`config.mk`:
```
export PLATFORM = sky130hd
export DESIGN_NAME = multicycle_control
export DESIGN_NICKNAME = d
export VERILOG_FILES = /design/src/rtl/mc_pkg.sv /design/src/rtl/mem_wait_ctr.sv /design/src/rtl/multicycle_control.sv
export SDC_FILE = /design/constraint.sdc
export NUM_CORES = 1
export LEC_CHECK = 0
export BUFFER_PORTS_ARGS = -buffer_cell sky130_fd_sc_hd__buf_4
export CAP_MARGIN = 20
export CORE_AREA = 10 10 56 92
export DETAILED_ROUTE_END_ITERATION = 7
export DIE_AREA = 0 0 66 102
export SLEW_MARGIN = 40
export SYNTH_ARGS = -nofsm -noshare
export SYNTH_HDL_FRONTEND = slang
export SYNTH_SLANG_ARGS = --single-unit
```
`constraint.sdc`:
```
create_clock -name clk -period 1.84 [get_ports clk]
set_input_delay 0.276 -clock clk [delete_from_list [all_inputs] [get_ports clk]]
set_output_delay 0.276 -clock clk [all_outputs]
set_load 0.05 [all_outputs]
```
`src/rtl/mc_pkg.sv`:
```
// Shared definitions for the multicycle control unit: state encodings,
// opcode constants, ALU class codes, datapath select values and the
// per-state control-word decode.
package mc_pkg;

   typedef enum logic [3:0] {
      FETCH    = 4'd0,
      DECODE   = 4'd1,
      MEM_ADDR = 4'd2,
      MEM_RD   = 4'd3,
      MEM_WB   = 4'd4,
      MEM_WR   = 4'd5,
      EXEC_R   = 4'd6,
      R_WB     = 4'd7,
      EXEC_I   = 4'd8,
      I_WB     = 4'd9,
      BRANCH   = 4'd10,
      JUMP     = 4'd11,
      TRAP     = 4'd12
   } state_t;

   // Instruction opcodes (instruction bits [31:26])
   localparam logic [5:0] OP_R    = 6'h00;
   localparam logic [5:0] OP_J    = 6'h02;
   localparam logic [5:0] OP_BEQ  = 6'h04;
   localparam logic [5:0] OP_BNE  = 6'h05;
   localparam logic [5:0] OP_ADDI = 6'h08;
   localparam logic [5:0] OP_SLTI = 6'h0A;
   localparam logic [5:0] OP_ANDI = 6'h0C;
   localparam logic [5:0] OP_ORI  = 6'h0D;
   localparam logic [5:0] OP_SUBI = 6'h0E;
   localparam logic [5:0] OP_LUI  = 6'h0F;
   localparam logic [5:0] OP_LW   = 6'h23;
   localparam logic [5:0] OP_SW   = 6'h2B;

   // ALU-control class codes
   localparam logic [2:0] ALU_R    = 3'b000;
   localparam logic [2:0] ALU_BR   = 3'b001;
   localparam logic [2:0] ALU_MEM  = 3'b010;
   localparam logic [2:0] ALU_ADDI = 3'b011;
   localparam logic [2:0] ALU_ANDI = 3'b100;
   localparam logic [2:0] ALU_ORI  = 3'b101;
   localparam logic [2:0] ALU_SUBI = 3'b110;
   localparam logic [2:0] ALU_SLTI = 3'b111;

   // ALU B-operand select
   localparam logic [1:0] SRCB_REG   = 2'd0;
   localparam logic [1:0] SRCB_FOUR  = 2'd1;
   localparam logic [1:0] SRCB_SEXT  = 2'd2;
   localparam logic [1:0] SRCB_UPPER = 2'd3;

   // PC source select
   localparam logic [1:0] PC_ALU    = 2'd0;
   localparam logic [1:0] PC_ALUOUT = 2'd1;
   localparam logic [1:0] PC_JUMP   = 2'd2;

   typedef struct packed {
      logic       pc_write;
      logic       ir_write;
      logic       mem_read;
      logic       mem_write;
      logic       reg_write;
      logic       reg_dst;
      logic       mem_to_reg;
      logic       alu_src_a;
      logic [1:0] alu_src_b;
      logic [1:0] pc_source;
      logic [2:0] alu_op;
   } ctrl_t;

   // States that dwell for a memory access
   function automatic logic is_wait_state(state_t s);
      return (s == FETCH) || (s == MEM_RD) || (s == MEM_WR);
   endfunction

   // ALU class for the immediate-format instructions; LUI shares the add class
   function automatic logic [2:0] imm_alu_op(logic [5:0] op);
      case (op)
         OP_ADDI: return ALU_ADDI;
         OP_ANDI: return ALU_ANDI;
         OP_ORI:  return ALU_ORI;
         OP_SUBI: return ALU_SUBI;
         OP_SLTI: return ALU_SLTI;
         default: return ALU_MEM;
      endcase
   endfunction

   // Control word for a state. 'last' marks the final cycle of a memory dwell.
   // States that compute from a register operand (address, immediate op,
   // branch compare) select register A on the ALU's A input.
   function automatic ctrl_t ctrl_for(state_t s, logic last, logic [5:0] op);
      ctrl_t c;
      c = '0;
      case (s)
         FETCH: begin
            c.mem_read  = 1'b1;
            c.ir_write  = last;
            c.pc_write  = last;
            c.alu_src_b = SRCB_FOUR;
            c.alu_op    = ALU_MEM;
            c.pc_source = PC_ALU;
         end
         DECODE: begin
            c.alu_src_b = SRCB_SEXT;
            c.alu_op    = ALU_MEM;
         end
         MEM_ADDR: begin
            c.alu_src_a = 1'b1;
            c.alu_src_b = SRCB_SEXT;
            c.alu_op    = ALU_MEM;
         end
         MEM_RD:  c.mem_read  = 1'b1;
         MEM_WB: begin
            c.reg_write  = 1'b1;
            c.mem_to_reg = 1'b1;
         end
         MEM_WR:  c.mem_write = 1'b1;
         EXEC_R: begin
            c.alu_src_a = 1'b1;
            c.alu_src_b = SRCB_REG;
            c.alu_op    = ALU_R;
         end
         R_WB: begin
            c.reg_write = 1'b1;
            c.reg_dst   = 1'b1;
         end
         EXEC_I: begin
            c.alu_src_a = 1'b1;
            c.alu_src_b = (op == OP_LUI) ? SRCB_UPPER : SRCB_SEXT;
            c.alu_op    = imm_alu_op(op);
         end
         I_WB:    c.reg_write = 1'b1;
         BRANCH: begin
            c.alu_src_a = 1'b1;
            c.alu_op    = ALU_BR;
            c.pc_source = PC_ALUOUT;
         end
         JUMP: begin
            c.pc_write  = 1'b1;
            c.pc_source = PC_JUMP;
         end
         default: ;
      endcase
      return c;
   endfunction

endpackage

```
`src/rtl/mem_wait_ctr.sv`:
```
// Memory-access dwell counter: loads MEM_WAIT, counts down to zero and
// flags the last cycle of the dwell with 'done'.
module mem_wait_ctr #(
   parameter int unsigned MEM_WAIT = 0
) (
   input  logic       clk,
   input  logic       rst,
   input  logic       load,
   input  logic       dec,
   output logic [3:0] count,
   output logic       done
);

   localparam logic [3:0] INIT = 4'(MEM_WAIT);

   // Reload on reset or state entry, otherwise count down and hold at zero
   always_ff @(posedge clk) begin
      if (rst || load)
         count <= INIT;
      else if (dec && (count != 4'd0))
         count <= count - 4'd1;
   end

   assign done = (count == 4'd0);

endmodule

```
`src/rtl/multicycle_control.sv`:
```
// Moore control FSM for a multicycle MIPS-like datapath.
// Optional build macro MC_ILLEGAL_TRAP_EN: illegal opcodes park the FSM in
// TRAP with the 'trap' output high until reset; without it they act as NOPs.
module multicycle_control
   import mc_pkg::*;
#(
   parameter int unsigned MEM_WAIT = 0
) (
   input  logic       clk,
   input  logic       rst,
   input  logic [5:0] opcode,
   input  logic       zero,
   output logic       pc_write,
   output logic       ir_write,
   output logic       mem_read,
   output logic       mem_write,
   output logic       reg_write,
   output logic       reg_dst,
   output logic       mem_to_reg,
   output logic       alu_src_a,
   output logic [1:0] alu_src_b,
   output logic [1:0] pc_source,
   output logic [2:0] alu_op,
`ifdef MC_ILLEGAL_TRAP_EN
   output logic       trap,
`endif
   output logic [3:0] state
);

   localparam logic [3:0] WAIT_INIT = 4'(MEM_WAIT);

`ifdef MC_ILLEGAL_TRAP_EN
   localparam state_t ILLEGAL_NEXT = TRAP;
   localparam state_t TRAP_NEXT    = TRAP;
`else
   localparam state_t ILLEGAL_NEXT = FETCH;
   localparam state_t TRAP_NEXT    = FETCH;
`endif

   state_t     cur;
   state_t     nxt;
   ctrl_t      ctrl_q;
   ctrl_t      ctrl_d;
   logic       started;
   logic       stay;
   logic       next_last;
   logic       branch_taken;
   logic       ctr_done;
   logic [3:0] ctr_count;

   mem_wait_ctr #(.MEM_WAIT(MEM_WAIT)) u_wait (
      .clk   (clk),
      .rst   (rst),
      .load  (!stay),
      .dec   (stay),
      .count (ctr_count),
      .done  (ctr_done)
   );

   // Next-state selection; the first cycle out of reset opens a fresh fetch
   always_comb begin
      // NOTE: default assignment first so every path drives nxt and no latch is inferred.
      nxt = cur;
      if (!started) begin
         nxt = FETCH;
      end else begin
         case (cur)
            FETCH:    if (ctr_done) nxt = DECODE;
            DECODE: begin
               case (opcode)
                  OP_LW, OP_SW:  nxt = MEM_ADDR;
                  OP_R:          nxt = EXEC_R;
                  OP_ADDI, OP_ANDI, OP_ORI,
                  OP_SUBI, OP_SLTI, OP_LUI:
                                 nxt = EXEC_I;
                  OP_BEQ, OP_BNE: nxt = BRANCH;
                  OP_J:          nxt = JUMP;
                  default:       nxt = ILLEGAL_NEXT;
               endcase
            end
            MEM_ADDR: nxt = (opcode == OP_LW) ? MEM_RD : MEM_WR;
            MEM_RD:   if (ctr_done) nxt = MEM_WB;
            MEM_WR:   if (ctr_done) nxt = FETCH;
            MEM_WB, R_WB, I_WB, BRANCH, JUMP:
                      nxt = FETCH;
            EXEC_R:   nxt = R_WB;
            EXEC_I:   nxt = I_WB;
            TRAP:     nxt = TRAP_NEXT;
            default:  nxt = FETCH;
         endcase
      end
   end

   // A dwell continues only while staying in a wait state; any other
   // transition reloads the counter so the next dwell starts from MEM_WAIT.
   assign stay      = started && (nxt == cur) && is_wait_state(cur);
   assign next_last = stay ? (ctr_count == 4'd1) : (WAIT_INIT == 4'd0);
   assign ctrl_d    = ctrl_for(nxt, next_last, opcode);

   // State and registered control word for the state being entered
   always_ff @(posedge clk) begin
      // NOTE: non-blocking assignments so every register updates from pre-edge values.
      if (rst) begin
         cur     <= FETCH;
         started <= 1'b0;
         ctrl_q  <= '0;
      end else begin
         cur     <= nxt;
         started <= 1'b1;
         ctrl_q  <= ctrl_d;
      end
   end

   // The branch decision is the only output that follows the live zero flag
   assign branch_taken = (cur == BRANCH) &&
                         (((opcode == OP_BEQ) && zero) || ((opcode == OP_BNE) && !zero));

   assign pc_write   = ctrl_q.pc_write | branch_taken;
   assign ir_write   = ctrl_q.ir_write;
   assign mem_read   = ctrl_q.mem_read;
   assign mem_write  = ctrl_q.mem_write;
   assign reg_write  = ctrl_q.reg_write;
   assign reg_dst    = ctrl_q.reg_dst;
   assign mem_to_reg = ctrl_q.mem_to_reg;
   assign alu_src_a  = ctrl_q.alu_src_a;
   assign alu_src_b  = ctrl_q.alu_src_b;
   assign pc_source  = ctrl_q.pc_source;
   assign alu_op     = ctrl_q.alu_op;
   assign state      = cur;

`ifdef MC_ILLEGAL_TRAP_EN
   assign trap = (cur == TRAP);
`endif

endmodule

```
* Word-level counts from Yosys, hierarchy flattened
Cells that the tools add are included.
** Storage, ports and cells
- Flip-flop bits (word level) :: 24
- Output and inout bits :: 19
- Word-level logic and storage cells :: 95
** Operators by class
- Add/sub/neg operators :: 1
- Eq/ne operators :: 31
- Mux-type cells :: 21
- Bitwise operators :: 2
- Reduce and logical (&&, ||, !) cells :: 26
** Operator list (count)
- == test 6 x 4 -> 1 bit, second input constant :: 6
- one-hot mux 4 bit (7 select lines) :: 1
- == test 4 x 3 -> 1 bit, second input constant :: 6
- == test 4 bit, second input constant :: 6
- one-hot mux 4 bit (5 select lines) :: 1
- == test 4 x 2 -> 1 bit, second input constant :: 4
- two-way mux 4 bit :: 4
- one-hot mux 3 bit (5 select lines) :: 1
- == test 4 x 1 -> 1 bit, second input constant :: 3
- == test 6 x 3 -> 1 bit, second input constant :: 2
- == test 6 bit, second input constant :: 2
- logical NOT 4 bit :: 3
- OR reduction 2 bit :: 5
- two-way mux 1 bit :: 9
- one-hot mux 3 bit (3 select lines) :: 1
- == test 6 x 2 -> 1 bit, second input constant :: 1
- logical AND 1 bit :: 6
- logical NOT 6 bit :: 1
- one-hot mux 2 bit (3 select lines) :: 1
- OR reduction 3 bit :: 2
- OR reduction 6 bit :: 1
- == test 4 bit :: 1
- logical OR 1 bit :: 4
- one-hot mux 2 bit (2 select lines) :: 1
- other kinds (8) :: 9

* Logic depth before layout (Yosys ltp)
- Depth in word-level cells :: 10
- Gate-level depth with buffers :: 9
- Mapped depth without buffers :: 8

* Modules after synthesis
Synthesis repeated with hierarchy kept, for this count alone.
** Second synthesis, totals
- Cell total of the unflattened synthesis :: 162
- Area, all modules :: 1353.8 um^2
** By module, submodules not included
- multicycle_control :: times used 1, cells each 137, area each 1143.6 um^2, sequential area each 400.4 um^2
- mem_wait_ctr :: times used 1, cells each 25, area each 210.2 um^2, sequential area each 80.1 um^2

* Least setup slack after synthesis
Ideal clock, no wire load.
- Path type :: register to register
- From :: reg cur[1], in the netlist state[1]
- To :: reg ctrl_q[14] in the netlist's numbering
- Arrival :: 1.953 ns
- Required time :: 1.716 ns
- Setup slack :: -0.237 ns
- Cell stages (with the launch flop) :: 8
- Path buffers :: 1
- Clock period less this slack :: 2.077 ns
- Path through :: dfxtp_1 > buf_2 > a21oi_1 > or4_4 > o211a_2 > nor3_2 > o211a_1 > o22ai_1
** On the way
- Word-level cells in the longest chain between the ends :: 8
- Elaborated cells between the ends (all ways) :: 21
** Ends and longest elaborated chain
- start: declaration :: RTL line multicycle_control.sv:40 : state_t cur;
- start signal: assignment :: RTL line multicycle_control.sv:108 : cur <= nxt;
- == test 4 bit, or another cell as far along :: RTL line multicycle_control.sv:67 : case (cur)
- one-hot mux 4 bit (7 select lines) :: RTL line multicycle_control.sv:67
- two-way mux 4 bit :: RTL line multicycle_control.sv:64 : if (!started) begin
- == test 4 bit :: RTL line multicycle_control.sv:96 : assign stay = started && (nxt == cur) && is_wait_state(cur);
- logical AND 1 bit (2 in a row) :: RTL line multicycle_control.sv:96
- two-way mux 1 bit :: RTL line multicycle_control.sv:97 : assign next_last = stay ? (ctr_count == 4'd1) : (WAIT_INIT == 4'd0);
- one-hot mux 1 bit (2 select lines) (*) :: RTL line mc_pkg.sv:94 : case (s)
- end signal: assignment :: RTL line multicycle_control.sv:110 : ctrl_q <= ctrl_d;
- end: declaration :: RTL line multicycle_control.sv:42 : ctrl_t ctrl_q;
Every way passes the cells marked *; elsewhere a longest branch is shown, timed or not.
A chain may end at the register's enable or synchronous reset.

* Worst setup path after layout
- From :: reg u_wait.count[0]
- To :: reg ctrl_q, in the netlist alu_src_b[1]
** On the way
- Word-level cells in the longest chain between the ends :: 7
- Elaborated cells between the ends (all ways) :: 12
** Ends and longest elaborated chain
- start: declaration :: RTL line mem_wait_ctr.sv:10 : output logic [3:0] count,
- start signal: assignment :: RTL line mem_wait_ctr.sv:21 : count <= count - 4'd1;
- logical NOT 4 bit (*) :: RTL line mem_wait_ctr.sv:24 : assign done = (count == 4'd0);
- two-way mux 4 bit (on tied branches) :: RTL line multicycle_control.sv:83, multicycle_control.sv:68, multicycle_control.sv:82
- one-hot mux 4 bit (7 select lines) (*) :: RTL line multicycle_control.sv:67
- two-way mux 4 bit (*) :: RTL line multicycle_control.sv:64
- == test 4 x 2 -> 1 bit / == test 4 x 1 -> 1 bit (equally long branches) :: RTL line mc_pkg.sv:94
- OR reduction 2 bit (no source line)
- one-hot mux 2 bit (3 select lines) (*) :: RTL line mc_pkg.sv:94
Marked as above.

==> metrics.md <==
| Metric | Value |
|---|---|
| Final WL | 4320 microns |
| Starting DRT DRC Count | 41 |
| Fill cell count | 301 |
| FFs w/ async S/R, synth | 0 |
| Fin crit share | 1.05 |
| EDFF count, synth | 0 |
| Post-synthesis cell type count | 53 |
| Via count | 1452 |
| Via density | 5.54 |
| Max stage delay on crit path | 0.53 ns |
| Row count | 29 |
| Number of synthesized register bits | 24 |
| Worst Tran Pin Value | 0.449 ns |
| Hold violation total from the final report | 0 |
| Overflow after GRT | 0 |
| DRC | 0 |
| Fraction of synthesized cell area taken by the top area cell type | 0.345 |
| Clk_lat worst skew | 0.27 ns |
| Vias in the first global route | 1511 |
| Yosys warnings | 0 |
| Worst-path clk slew | 0.08 ns |
| CTS tree | built |
| Placer Congestion | 0.943 |
| Max Cap Viol | 0 |
| Net count after synthesis | 173 |
| # setup viols final | 7 |
| Die area | 6730 sq um |
| Area of the core | 3590 sq um |
| Initial antenna violation count | 0 |
| HPWL after detailed placement | 3270 microns |
| Pwr Total | 1.54 mW |
| Starting Density | 0.387 |
| Most numerous cell in the Yosys netlist | dfxtp_1 |
| Cts bufs inserted | 3 |
| Setup CP Type | reg2reg |
| Worst Clk Skew | 0.00268 ns |
| Die span in y | 102 microns |
| Crit-path slowest cell | or4_4 |
| WL/cell | 16.5 microns |
| Share of cells above drive strength 1 | 0.509 |
| Cell taking the most area after synthesis | dfxtp_1 |
| Area of the multi-input gates | 916 sq um |
| Worst hold path type | in2reg |
| Worst slack, placed | -0.210 ns |
| Post-Synthesis Cells | 161 |
| Power per cell area | 747 nW/um^2 |
| Crit path max fanout | 4 |
| Relative slew margins | 0.698 |
| Synth top area cells | dfxtp_1, nor2_1, a21oi_1, buf_4, ha_1 |
| Maximum number of pins on one net before global-route repair | 15 |
| Seq/Total Area, Yosys | 0.345 |
| Critical Path RT | 2.02 ns |
| Max Fclk | 517 MHz |
| First-pass GRT wire length | 6540 microns |
| Worst Slack Setup Final | -0.0951 ns |
| Die X | 66 microns |
| Register area | 494 sq um |
| TritonRoute pass-1 iters | 4 |
| Root Driver | clkbuf_8 |
| Leak | 0.875 nW |
| Nets | 229 |
| Port bufs | 27 |
| Crit path max-delay family | simple AND/OR/NAND/NOR gates |
| CP Launch Type | flop |
| Slew Limit Fails | 0 |
| Top_reg_cell synth | dfxtp_1 |
| I/O Pins | 28 |
| P&R area growth vs syn | 47.8% |
| RSZ-0062 raised after global routing | true |
| Post-synth top cells | dfxtp_1, nor2_1, a21oi_1 |
| GRT Util Overall | 0.121 |
| Buf/Inv on CP | 1 |
| ANT nets after route | 0 |
| Crit path cell chain | inv_2 -> ha_4 -> nor4bb_4 -> or4_4 -> o211a_4 -> nor3_2 -> a21oi_1 -> nor4_2 |
| Mapped cell area | 1390 sq um |
| # diodes | 0 |
| Failing checks | setup timing |
| CTS sink cnt | 24 |
| H-Tree Level Count | 1 |
| Outcome | finished with violations |
| Min cycle time layout | 1.94 ns |
| Max IR drop VDD | 0.529 mV |
| Syn Area/Cell | 8.64 sq um |
| Critical path data arrival time | 2.12 ns |
| Worst setup EP type | flop |
| Max clock buf depth | 2 |
==> stage by stage <==
| step | setup TNS, ns | utilization | std cells | area [sq um] | hold WS (ns) |
|---|---|---|---|---|---|
| after floorplan | -0.0160 | - | 161 | 1430 | 0.345 |
| after global placement | -0.563 | 0.505 | 250 | 1810 | 0.465 |
| after detailed placement | -1.18 | 0.505 | 250 | 1810 | 0.466 |
| after CTS | -0.214 | 0.540 | 256 | 1940 | 0.172 |
| after global routing | -1.20 | 0.573 | 262 | 2060 | 0.182 |
| final | -0.408 | 0.573 | 262 | 2060 | 0.183 |
==> path summary, 6_finish.rpt <==
| path | depth (start not counted) | from | to | slack (ns) |
|---|---|---|---|---|
| setup reg to reg | 8 | u_wait.count[0]$_SDFFE_PP0P_ | alu_src_b[1]$_SDFF_PP0_ | -0.1 |
| hold reg to reg | 3 | u_wait.count[1]$_SDFFE_PP0P_ | u_wait.count[1]$_SDFFE_PP0P_ | 0.59 |
| hold / removal | 2 | rst | mem_read$_SDFF_PP0_ | 0.18 |
| setup / recovery | 8 | u_wait.count[0]$_SDFFE_PP0P_ | alu_src_b[1]$_SDFF_PP0_ | -0.1 |
==> cells by family after synthesis <==
group,after synthesis,synth area share
multiplexers,1,0.0108
AO/OA/AOI/OAI,38,0.219
flip-flops,24,0.345
XOR/XNOR,5,0.0315
adder cells (fa/ha/maj),3,0.0270
AND/OR/NAND/NOR,68,0.276
buffers and inverters,22,0.0908
==> layer usage <==
layer  up-vias  share of wire  global-route usage
li1        686              -                   -
met1       695           0.34               0.101
met2        52           0.57               0.246
met3        19          0.041              0.0197
met4         0          0.041              0.0778
met5         -              0                   0
==> repair_timing <==
| item | in CTS | in global routing |
|---|---|---|
| setup buffers | 1 | 6 |
| endpoints found under the setup margin | 16 | 19 |
| hold buffers | 0 | 0 |
| pin swaps | 4 | 11 |
| resized for setup | 8 | 19 |
| cloned | 1 | 0 |
==> power by group <==
group,internal [mW],total [mW],switching (mW),leakage [nW]
registers,0.549,0.577,0.0279,0.200
logic,0.247,0.551,0.304,0.641
clock network,0.237,0.410,0.173,0.0339
==> layout by cell type, fill, tap and decap left out, types with 4 or more instances in the layout <==
| cell | netlist | final |
|---|---|---|
| inv_1 | 8 | 6 |
| nor3_2 | 2 | 4 |
| nand3_1 | 6 | 5 |
| a21oi_1 | 13 | 12 |
| nand2_1 | 8 | 8 |
| dfxtp_2 | 0 | 5 |
| nor2_1 | 21 | 18 |
| dfxtp_1 | 24 | 17 |
| nor2b_1 | 4 | 4 |
| nor2_2 | 2 | 4 |
| buf_4 | 8 | 62 |
==> final cells by class <==
class / instances / area share
Multi-Input combinational cell: 115 / 0.445
Tap cell: 46 / 0.0280
Inverter: 8 / 0.0146
Timing Repair Buffer: 65 / 0.240
Clock buffer: 4 / 0.0322
Sequential cell: 24 / 0.240
Power figures use the tool's default switching activity.
